--- src/rtl/apb_req_arbiter.sv ---
// Two-requester round-robin front end for a single APB master: accepts one
// command, drives the master until done/error/timeout, then pulses a response.
module apb_req_arbiter #(
    parameter int unsigned TIMEOUT = 16
) (
    input  logic        PCLK,
    input  logic        PRST,
    input  logic [1:0]  req_valid,
    input  logic [1:0]  req_write,
    input  logic [17:0] req_addr,
    input  logic [15:0] req_wdata,
    output logic [1:0]  req_ack,
    output logic [1:0]  resp_valid,
    output logic [7:0]  resp_rdata,
    output logic        resp_err,
    output logic        resp_timeout,
    output logic        transfer,
    output logic        RD_WR,
    output logic [8:0]  apb_wr_padd,
    output logic [8:0]  apb_rd_padd,
    output logic [7:0]  apb_wr_data,
    input  logic        xfer_done,
    input  logic [7:0]  apb_rd_data_out,
    input  logic        PSLVERR
);

    typedef enum logic [1:0] {
        IDLE = 2'b00,
        BUSY = 2'b01,
        RESP = 2'b10
    } state_t;

    localparam logic [7:0] TCNT_LAST = 8'(TIMEOUT - 1);

    state_t      state_q;
    logic        rr_ptr_q;
    logic        gnt_q;
    logic [7:0]  tcnt_q;
    logic        transfer_q;
    logic        rd_wr_q;
    logic [8:0]  wr_padd_q;
    logic [8:0]  rd_padd_q;
    logic [7:0]  wr_data_q;
    logic [1:0]  resp_valid_q;
    logic [7:0]  resp_rdata_q;
    logic        resp_err_q;
    logic        resp_timeout_q;

    logic        in_idle;
    logic        any_valid;
    logic        grant_d;
    logic [8:0]  addr_sel;
    logic [7:0]  wdata_sel;
    logic        write_sel;

    // The unused encoding 2'b11 behaves exactly like IDLE.
    assign in_idle   = (state_q != BUSY) && (state_q != RESP);
    assign any_valid = |req_valid;
    assign grant_d   = req_valid[rr_ptr_q] ? rr_ptr_q : ~rr_ptr_q;
    assign addr_sel  = grant_d ? req_addr[17:9]  : req_addr[8:0];
    assign wdata_sel = grant_d ? req_wdata[15:8] : req_wdata[7:0];
    assign write_sel = req_write[grant_d];

    assign req_ack = (PRST && in_idle && any_valid) ? (grant_d ? 2'b10 : 2'b01) : 2'b00;

    always_ff @(posedge PCLK) begin
        if (!PRST) begin
            state_q        <= IDLE;
            rr_ptr_q       <= 1'b0;
            gnt_q          <= 1'b0;
            tcnt_q         <= 8'd0;
            transfer_q     <= 1'b0;
            rd_wr_q        <= 1'b0;
            wr_padd_q      <= 9'd0;
            rd_padd_q      <= 9'd0;
            wr_data_q      <= 8'd0;
            resp_valid_q   <= 2'b00;
            resp_rdata_q   <= 8'd0;
            resp_err_q     <= 1'b0;
            resp_timeout_q <= 1'b0;
        end else if (in_idle) begin
            state_q    <= IDLE;
            transfer_q <= 1'b0;
            if (any_valid) begin
                state_q    <= BUSY;
                gnt_q      <= grant_d;
                tcnt_q     <= 8'd0;
                transfer_q <= 1'b1;
                rd_wr_q    <= ~write_sel;
                if (write_sel) begin
                    wr_padd_q <= addr_sel;
                    wr_data_q <= wdata_sel;
                    rd_padd_q <= 9'd0;
                end else begin
                    rd_padd_q <= addr_sel;
                    wr_padd_q <= 9'd0;
                    wr_data_q <= 8'd0;
                end
            end
        end else if (state_q == BUSY) begin
            tcnt_q <= tcnt_q + 8'd1;
            // Error beats completion, completion beats timeout.
            if (PSLVERR) begin
                state_q        <= RESP;
                transfer_q     <= 1'b0;
                resp_valid_q   <= gnt_q ? 2'b10 : 2'b01;
                resp_err_q     <= 1'b1;
                resp_timeout_q <= 1'b0;
                resp_rdata_q   <= 8'd0;
            end else if (xfer_done) begin
                state_q        <= RESP;
                transfer_q     <= 1'b0;
                resp_valid_q   <= gnt_q ? 2'b10 : 2'b01;
                resp_err_q     <= 1'b0;
                resp_timeout_q <= 1'b0;
                resp_rdata_q   <= rd_wr_q ? apb_rd_data_out : 8'd0;
            end else if (tcnt_q == TCNT_LAST) begin
                state_q        <= RESP;
                transfer_q     <= 1'b0;
                resp_valid_q   <= gnt_q ? 2'b10 : 2'b01;
                resp_err_q     <= 1'b1;
                resp_timeout_q <= 1'b1;
                resp_rdata_q   <= 8'd0;
            end
        end else begin
            state_q        <= IDLE;
            rr_ptr_q       <= ~gnt_q;
            resp_valid_q   <= 2'b00;
            resp_rdata_q   <= 8'd0;
            resp_err_q     <= 1'b0;
            resp_timeout_q <= 1'b0;
        end
    end

    assign transfer     = transfer_q;
    assign RD_WR        = rd_wr_q;
    assign apb_wr_padd  = wr_padd_q;
    assign apb_rd_padd  = rd_padd_q;
    assign apb_wr_data  = wr_data_q;
    assign resp_valid   = resp_valid_q;
    assign resp_rdata   = resp_rdata_q;
    assign resp_err     = resp_err_q;
    assign resp_timeout = resp_timeout_q;

endmodule

--- config.mk ---
export PLATFORM = sky130hd
export DESIGN_NAME = apb_req_arbiter
export DESIGN_NICKNAME = d
export VERILOG_FILES = /design/src/rtl/apb_req_arbiter.sv
export SDC_FILE = /design/constraint.sdc
export NUM_CORES = 1
export LEC_CHECK = 0
export BUFFER_PORTS_ARGS = -buffer_cell sky130_fd_sc_hd__buf_4
export CAP_MARGIN = 15
export CORE_ASPECT_RATIO = 1.1
export CORE_UTILIZATION = 51
export CTS_CLUSTER_SIZE = 24
export DETAILED_ROUTE_END_ITERATION = 8
export PLACE_DENSITY = 0.8
export SETUP_SLACK_MARGIN = 0.15
export SYNTH_ARGS = -nofsm -noshare
export SYNTH_HDL_FRONTEND = slang
export SYNTH_SLANG_ARGS = --single-unit
export TNS_END_PERCENT = 20
--- constraint.sdc ---
create_clock -name PCLK -period 1.88 [get_ports PCLK]
set_input_delay 0.282 -clock PCLK [delete_from_list [all_inputs] [get_ports PCLK]]
set_output_delay 0.282 -clock PCLK [all_outputs]
set_load 0.01 [all_outputs]
==> impl_results.md <==
* DRT iter0 DRCs at 188
* CTS tree: done
* Hpwl dp at around 5000 um
* Crit. End Element: output pin
* Syn Inst Count at 332
* CTS root buffer: clkbuf_8
* CP top delay family: flip-flops
* Post-synthesis register bit count at 52
* First-pass GRT wire length at 11900 um
* Post-route ant nets at 0
* Gr usage total at 26.3%
* Buf/Inv on CP at 3
* P&R area growth vs syn at 37.5%
* Register area share after synthesis at between 30% and 40%
* Residual DRC at 0
* Crit path max fanout at 2
* Clock Pin Slew Worst Setup and Hold Paths at 0.10 ns
* Outcome: finished, final reports clean
* Number of global-route vias before repair at between 2000 and 2500
* Synth Cell Area at 0.00279 mm2
* Crit path DAT at 1.54 ns
* Routed vias/inst at between 5 and 6
* Net count, final at 476
* VDD IR max at 0.495 mV
* Wire length on met2 at 3720 um
* First-pass DRT Iterations at 4
* Final WL at 7650 um
* Syn Area/Cell at 8.39 um2
* Std-Cell Rows at 27
* Final Max Tran Viols at 0
* Min Clock Period, post-route at 1.82 ns
* Pwr Total at 3.04 mW
* Placed Area at 0.00356 mm2
* Commonest non-fill, non-tap cells in the layout: buf_4 (108), nand2_1 (53), dfxtp_1 (50)
* FMAX at 550 MHz
* Largest net degree at the start of global routing at 30
* Clock tree buffer depth at 2
* Total die area at 0.00576 mm2
* Dpl ws at 0.0506 ns
* Gpl congestion at ~0.86
* Max_cap viols at 0
* Met3 wire length at 502 um
* Non-Filler Instances at 495
* Ratio of final minimum period to clock period at 96.7%
* Final worst slack at 0.0614 ns
* Number of clock sinks at 52
* Inserted Clock Buffers at 5
* Setup violators final at 0
* Die W at 72.5 um
* Slew of the pin with the lowest slew margin at 0.713 ns
* Final hold vios at 0
* Crit start category: flip-flop
* Setup TNS Final at 0 ns
* Yosys cell types at 39
* Rel. slew slack at 52.3%
* Clock skew at 0.00971 ns
* H-tree levels at 2
* Final hold slack at 0.209 ns
* Critical path class: reg2out
* RSZ-0062 raised after global routing: yes
* Share of layout cells above drive strength 1 at between 30 and 40%
* Core ar. at between 0.005 and 0.006 mm2
* Clock Latency Late Sink at 0.31 ns
* P_leak at 1.58 nW
* Drt wl/cell at 15.5 um
* Vias at about 2900
* DRT met1 WL at approximately 3300 um
* Ports at 92
* Placed cells at 482
* Highest routed metal layer: met4
* Final global-route overflow total at 0
* WP data required at approximately 1.6 ns
* Primary FF master, synth: dfxtp_1
* Crit path largest cell delay at 0.35 ns
* Syn Nets at 386
* Slowest stage cell, crit path: dfxtp_2
* Final Instance Area at ~0.0038 mm2
* Starting utilization of the core area at 54.3%
* Commonest non-fill, non-tap cell in the layout: buf_4
* Die Y-Extent at roughly 80 um
* Initial antenna violation count at 0
* Fin util at 74.6%
* Post-synth ARST share at 0%
* Hold crit path type: in2reg
* Critical-path cell list: inv_2, ha_4, buf_6, o21a_1, nand2_2, a21oi_2, buf_4
* Cell Pwr Density at 794 mW/mm2
* Yosys warning total at 0
* ANT cells at 0
* Filler cells at around 390
* EDFF count, synth at 0
* Port-buffer cells at between 90 and 100
-- logic make-up (layout without fill, tap and decap cells) --
logic type               count (synthesis)  in the layout  share of synthesized area (%)
buffers and inverters                   36            127                           6.83
multiplexers                            12             12                           4.31
AND/OR/NAND/NOR                        119            119                           20.7
adder cells (fa/ha/maj)                  4              4                           1.80
flip-flops                              52             52                           37.4
AO/OA/AOI/OAI                          109            109                           29.0
-- synth_stat cells, drive strengths merged, types with 3 or more instances --
| cell | n | area, um2 |
|---|---|---|
| nand2 | 54 | 203 |
| dfxtp | 52 | 1040 |
| a21boi | 40 | 300 |
| o21ai | 25 | 136 |
| nand3 | 24 | 125 |
| a221o | 17 | 170 |
| buf | 17 | 119 |
| clkbuf | 14 | 52.6 |
| mux2i | 12 | 120 |
| and3 | 11 | 68.8 |
| a21oi | 9 | 48.8 |
| nor2 | 9 | 33.8 |
| o2111ai | 9 | 78.8 |
| inv | 5 | 18.8 |
| nand2b | 5 | 31.3 |
| ha | 4 | 50.1 |
| nor2b | 4 | 25.0 |
| and2 | 3 | 18.8 |
-- tightest hold or removal path, cell delays in order --
cell and delay [ns]:
buf_4 0.11, nand2_1 0.04, mux2i_1 0.05
-- area by class of cell --
type	count	area [um2]	area share, %
Multi-Input combinational cell	244	1610	42.1
Sequential cell	52	1040	27.2
Timing Repair Buffer	114	908	23.7
Clock inverter	3	90.1	2.35
Tap cell	72	90.1	2.35
Clock buffer	5	68.8	1.80
Inverter	5	18.8	0.490
-- registers in the layout (all words and copies together) (netlist names), 2 cells and up --
signal       cells
apb_rd_padd      9
apb_wr_data      8
apb_wr_padd      9
resp_rdata       8
resp_valid       2
state_q          2
tcnt_q           8
-- path summary, 6_finish.rpt --
check	endpoint	cells after the start	slack (ns)	from
hold / removal	resp_rdata[2]	3	0.21	apb_rd_data_out[2]
setup reg to reg	tcnt_q[7]	7	0.12	state_q[0]
setup / recovery	req_ack[0]	7	0.06	state_q[0]
hold reg to reg	apb_wr_data[3]	2	0.46	apb_wr_data[3]
-- power by group --
part	switching (mW)	internal (mW)	total, mW
registers	0.0377	1.16	1.20
clock network	0.390	0.666	1.06
logic	0.393	0.391	0.783
-- routing by layer --
| layer | GRT usage [%] | vias up |
|---|---|---|
| li1 | - | 1375 |
| met5 | 0 | - |
| met2 | 40.8 | 107 |
| met3 | 4.80 | 12 |
| met1 | 36.4 | 1383 |
| met4 | 8.82 | 0 |
-- what timing repair did --
action,CTS,global route
endpoints found under the setup margin,43,36
hold endpoints to repair,0,0
hold buffers,0,0
setup buffers,4,1
pin swaps,2,4
resized for setup,11,8
Power figures use the tool's default switching activity.
